[src/rtl/prog_sequencer.sv]
// prog_sequencer: run controller for the single-cycle core.
// Turns the harness req/done handshake into start/run/stop sequencing:
// selects a program entry point, pulses the PC load and shift/carry clear,
// gates core execution, detects halt, reports completion and counts RUN cycles.
//
// Optional feature macro: PROG_SEQ_WATCHDOG_EN (RUN-cycle watchdog, err on expiry).
//
// Ports:
//   i_clk        system clock, rising edge
//   i_reset      asynchronous active-low reset
//   i_req        start request from harness (level)
//   i_prog_sel   program index, sampled on acceptance; 3 is invalid
//   i_halt       decoded halt instruction, meaningful only in RUN
//   o_core_en    enables PC advance / RegWrite / MemWrite in the core
//   o_pc_init    one-cycle pulse: PC loads o_init_addr
//   o_init_addr  entry address of the selected program
//   o_sc_clr     one-cycle pulse clearing the shift/carry register
//   o_done       program finished; held until i_req drops
//   o_err        invalid program index or watchdog expiry; valid with o_done
//   o_cycles     RUN-cycle count of current/last program (saturating)
module prog_sequencer #(
  parameter int unsigned          pc_width  = 12,
  parameter int unsigned          cyc_width = 16,
  parameter logic [pc_width-1:0]  START0    = pc_width'(0),
  parameter logic [pc_width-1:0]  START1    = pc_width'(256),
  parameter logic [pc_width-1:0]  START2    = pc_width'(512),
  parameter int unsigned          TIMEOUT   = 4095
) (
  input  logic                 i_clk,
  input  logic                 i_reset,
  input  logic                 i_req,
  input  logic [1:0]           i_prog_sel,
  input  logic                 i_halt,
  output logic                 o_core_en,
  output logic                 o_pc_init,
  output logic [pc_width-1:0]  o_init_addr,
  output logic                 o_sc_clr,
  output logic                 o_done,
  output logic                 o_err,
  output logic [cyc_width-1:0] o_cycles
);

  typedef enum logic [2:0] {
    S_IDLE  = 3'd0,
    S_INIT  = 3'd1,
    S_RUN   = 3'd2,
    S_DRAIN = 3'd3,
    S_DONE  = 3'd4
  } state_t;

  state_t                r_state;
  logic                  r_core_en;
  logic                  r_pc_init;
  logic [pc_width-1:0]   r_init_addr;
  logic                  r_sc_clr;
  logic                  r_done;
  logic                  r_err;
  logic [cyc_width-1:0]  r_cycles;

  logic [cyc_width-1:0]  w_cyc_inc;
  logic [pc_width-1:0]   w_entry;
  logic                  w_timeout;

  // Saturating increment of the RUN-cycle counter
  assign w_cyc_inc = (r_cycles == {cyc_width{1'b1}}) ? r_cycles
                                                     : r_cycles + cyc_width'(1);

  // Entry address lookup; index 3 never reaches INIT
  always_comb begin
    w_entry = START0;
    case (i_prog_sel)
      2'd1:    w_entry = START1;
      2'd2:    w_entry = START2;
      default: w_entry = START0;
    endcase
  end

`ifdef PROG_SEQ_WATCHDOG_EN
  // Expiry when the current RUN cycle is the TIMEOUT-th one
  assign w_timeout = (32'(w_cyc_inc) == 32'(TIMEOUT));
`else
  logic w_unused_timeout;
  assign w_timeout        = 1'b0;
  assign w_unused_timeout = ^32'(TIMEOUT);
`endif

  // Sequencer FSM with registered (Moore) outputs
  always_ff @(posedge i_clk or negedge i_reset) begin
    if (!i_reset) begin
      r_state     <= S_IDLE;
      r_core_en   <= 1'b0;
      r_pc_init   <= 1'b0;
      r_init_addr <= '0;
      r_sc_clr    <= 1'b0;
      r_done      <= 1'b0;
      r_err       <= 1'b0;
      r_cycles    <= '0;
    end else begin
      r_pc_init <= 1'b0;
      r_sc_clr  <= 1'b0;
      case (r_state)
        S_IDLE: begin
          if (i_req) begin
            if (i_prog_sel != 2'd3) begin
              r_state     <= S_INIT;
              r_init_addr <= w_entry;
              r_pc_init   <= 1'b1;
              r_sc_clr    <= 1'b1;
              r_cycles    <= '0;
              r_err       <= 1'b0;
            end else begin
              // Invalid program: report failure without touching the core
              r_state  <= S_DONE;
              r_done   <= 1'b1;
              r_err    <= 1'b1;
              r_cycles <= '0;
            end
          end
        end
        S_INIT: begin
          r_state   <= S_RUN;
          r_core_en <= 1'b1;
        end
        S_RUN: begin
          // The halt cycle is an executed cycle, so it is counted
          r_cycles <= w_cyc_inc;
          if (i_halt) begin
            r_state   <= S_DRAIN;
            r_core_en <= 1'b0;
          end else if (w_timeout) begin
            r_state   <= S_DRAIN;
            r_core_en <= 1'b0;
            r_err     <= 1'b1;
          end
        end
        S_DRAIN: begin
          r_state <= S_DONE;
          r_done  <= 1'b1;
        end
        S_DONE: begin
          if (!i_req) begin
            r_state <= S_IDLE;
            r_done  <= 1'b0;
          end
        end
        default: begin
          r_state   <= S_IDLE;
          r_core_en <= 1'b0;
          r_done    <= 1'b0;
        end
      endcase
    end
  end

  assign o_core_en   = r_core_en;
  assign o_pc_init   = r_pc_init;
  assign o_init_addr = r_init_addr;
  assign o_sc_clr    = r_sc_clr;
  assign o_done      = r_done;
  assign o_err       = r_err;
  assign o_cycles    = r_cycles;

endmodule

[config.mk]
export PLATFORM = sky130hd
export DESIGN_NAME = prog_sequencer
export DESIGN_NICKNAME = d
export VERILOG_FILES = /design/src/rtl/prog_sequencer.sv
export SDC_FILE = /design/constraint.sdc
export NUM_CORES = 1
export LEC_CHECK = 0
export BUFFER_PORTS_ARGS = -buffer_cell sky130_fd_sc_hd__buf_4
export CORE_UTILIZATION = 51
export DETAILED_ROUTE_END_ITERATION = 8
export PLACE_DENSITY_LB_ADDON = 0.1
export SLEW_MARGIN = 0
export SYNTH_ARGS = -nofsm -noshare
export SYNTH_HDL_FRONTEND = slang
export SYNTH_SLANG_ARGS = --single-unit
export TNS_END_PERCENT = 20
[constraint.sdc]
create_clock -name i_clk -period 2.3 [get_ports i_clk]
set_input_delay 0.115 -clock i_clk [delete_from_list [all_inputs] [get_ports i_clk]]
set_output_delay 0.115 -clock i_clk [all_outputs]
set_load 0.03 [all_outputs]
==> results.sh <==
export IMPL_outcome="finished clean"
export IMPL_syn_avg_cell_area_um2=9.02
export IMPL_grt_usage_pct=25.2
export IMPL_grt_pass1_wl_um=5310
export IMPL_pwr_density_cell_nw_per_um2=1220
export IMPL_clock_fmax_ghz=0.478
export IMPL_hold_path_class="input pin to register"
export IMPL_hpwl_um=2350
export IMPL_slew_violations=0
export IMPL_synthTopCellsByArea="dfrtp_1 (44%), buf_4 (5.9%), a31oi_1 (4.4%), nand2_1 (3.2%), nor2_1 (2.9%)"
export IMPL_vias_per_cell=5.94
export IMPL_ir_drop_mv=0.908
export IMPL_path_class="register to register"
export IMPL_grt_overflow_total=0
export IMPL_synth_warnings=0
export IMPL_worstPathArrival_ns=2.33
export IMPL_yosysSeqAreaShare_pct=44.4
export IMPL_layout_nets=194
export IMPL_place_congestion=0.847
export IMPL_io_pins=39
export IMPL_cts_sinks=25
export IMPL_dieHeight_um=54.5
export IMPL_clock_path_buffers=2
export IMPL_worst_slew_pin_slew_ns=0.963
export IMPL_fin_crit_ns=2.09
export IMPL_first_pass_iters=4
export IMPL_ctsResizeCount=0
export IMPL_die_w_um=54.5
export IMPL_start_util_pct=55.3
export IMPL_yosysTopAreaCell="dfrtp_1"
export IMPL_cts_tree="yes"
export IMPL_layout_common_cells="buf_4 (35), dfrtp_1 (25), nand2_1 (12)"
export IMPL_synth_cells=156
export IMPL_p_leak_nw=0.753
export IMPL_dp_cells=211
export IMPL_antenna_found_initial=0
export IMPL_ys_async_sr_fraction_pct=100
export IMPL_synth_area_um2=1410
export IMPL_cp_required_ns=2.54
export IMPL_report_final_hold_viol_count=0
export IMPL_max_cap_violations=0
export IMPL_syn_to_final_growth_pct=17.9
export IMPL_drive_gt1_share_pct=22.0
export IMPL_path_clk_slew_ns=0.14
export IMPL_fin_crit_sh_pct=91.0
export IMPL_antenna_left=0
export IMPL_row_count=18
export IMPL_grt_max_degree=26
export IMPL_rsz0062_at_grt="false"
export IMPL_synth_cell_types=36
export IMPL_drt_iter0_drc=39
export IMPL_layout_commonest_cell="buf_4"
export IMPL_io_buffers=28
export IMPL_setup_viol=0
export IMPL_finalSetupTns_ns=0
export IMPL_clock_latency_ns=0.32
export IMPL_synth_edf_count=0
export IMPL_routedWlPerCell_um=15.1
export IMPL_start_kind="register"
export IMPL_fin_cells=216
export IMPL_grt_pass1_vias=1167
export IMPL_diodes=0
export IMPL_cts_buffers=3
export IMPL_finalClockSkew_ns=0.00873
export IMPL_synth_flop_cell="dfrtp_1"
export IMPL_drc=0
export IMPL_synth_top_area_share_pct=44.4
export IMPL_end_kind="register"
export IMPL_wl_um=3260
export IMPL_relSlewSlack_pct=35.4
export IMPL_dieArea_um2=2970
export IMPL_cts_htree_levels=1
export IMPL_ys_seq_elements=25
export IMPL_cp_max_fo=13
export IMPL_ctsRootBufferMaster="clkbuf_4"
export IMPL_num_vias=1284
export IMPL_coreArea_um2=2540
[metrics by stage]
stage / util [%] / total power, mW / setup WS (ns) / hold slack [ns] / instance area [um2]
after CTS: 65.2 / 2.03 / 0.225 / 0.0393 / 1660
after global placement: 63.8 / 1.79 / 0.315 / 0.0349 / 1620
after global routing: 65.2 / 2.17 / 0.0228 / 0.0314 / 1660
final: 65.2 / 2.03 / 0.207 / 0.0501 / 1660
after floorplan: - / 1.46 / 0.397 / -0.181 / 1440
after detailed placement: 63.8 / 1.83 / 0.265 / 0.0356 / 1620
[synthesized netlist by cell type, types with 2 or more instances]
master	n
dfrtp_1	25
nand2_1	12
buf_4	11
nor2_1	11
a31oi_1	10
inv_1	8
o21ai_0	8
a21oi_1	7
nand3_1	7
buf_2	5
nand4_1	5
nor4_1	4
o211ai_1	4
and3_1	3
clkbuf_1	3
nand2b_1	3
nor3_1	3
o21a_1	3
a311o_1	2
mux2i_1	2
nor3b_1	2
o221ai_1	2
o22a_1	2
or4_1	2
[kinds of logic after synthesis]
logic type / after synthesis / share of synthesized area (%)
other: 1 / 0.266
buffers and inverters: 27 / 10.6
multiplexers: 2 / 1.42
AO/OA/AOI/OAI: 42 / 19.6
AND/OR/NAND/NOR: 57 / 22.1
flip-flops: 25 / 44.4
XOR/XNOR: 1 / 0.622
adder cells (fa/ha/maj): 1 / 0.889
[timing repair]
action                                 in CTS  in global routing
hold buffers                                1                  0
endpoints found under the hold margin      25                  0
setup buffers                               0                  0
[area by class of cell]
cell class                      count  area [um2]
Inverter                            8        30.0
Sequential cell                    25         626
Clock buffer                        4        26.3
Timing Repair Buffer               36         273
Multi-Input combinational cell    113         667
Fill cell                         214         886
Tap cell                           30        37.5
[power breakdown]
group          internal (mW)  switching [mW]
Sequential             0.584           0.176
Clock                 0.0679           0.132
Combinational          0.387           0.682
Total                   1.04           0.990
[sequential cells by signal, summed over array words and instances, names as in the netlist]
name         cells
o_init_addr      2
o_core_en        1
o_cycles        16
o_done           1
o_sc_clr         1
o_err            1
r_state          3
[final timing paths]
kind | start | end | slack [ns] | depth (start not counted)
worst max-delay path | o_cycles[0] | o_cycles[13] | 0.21 | 5
worst min-delay path | i_prog_sel[0] | o_init_addr[8] | 0.05 | 2
worst max register to register | o_cycles[0] | o_cycles[13] | 0.21 | 5
worst min register to register | o_err | o_err | 0.50 | 2
max in group asynchronous | i_reset | o_cycles[0] | 1.85 | 2
min in group asynchronous | i_reset | o_core_en | 0.21 | 2
[per-layer routing]
metal,up-vias,track usage [%],share of wire [%]
li1,616,-,-
met1,608,34.2,48
met2,55,41.3,46
met3,5,3.89,5.3
met4,0,6.84,0.98
met5,-,0,0
[worst max-delay path, cell delays in order, from the launching register on]
cell	delay, ns
dfrtp_1	0.46
ha_1	0.26
nand4_1	0.13
nor4_1	0.42
o21ai_1	0.41
o221ai_1	0.33
Note: power is estimated with default switching activity, not from simulation.
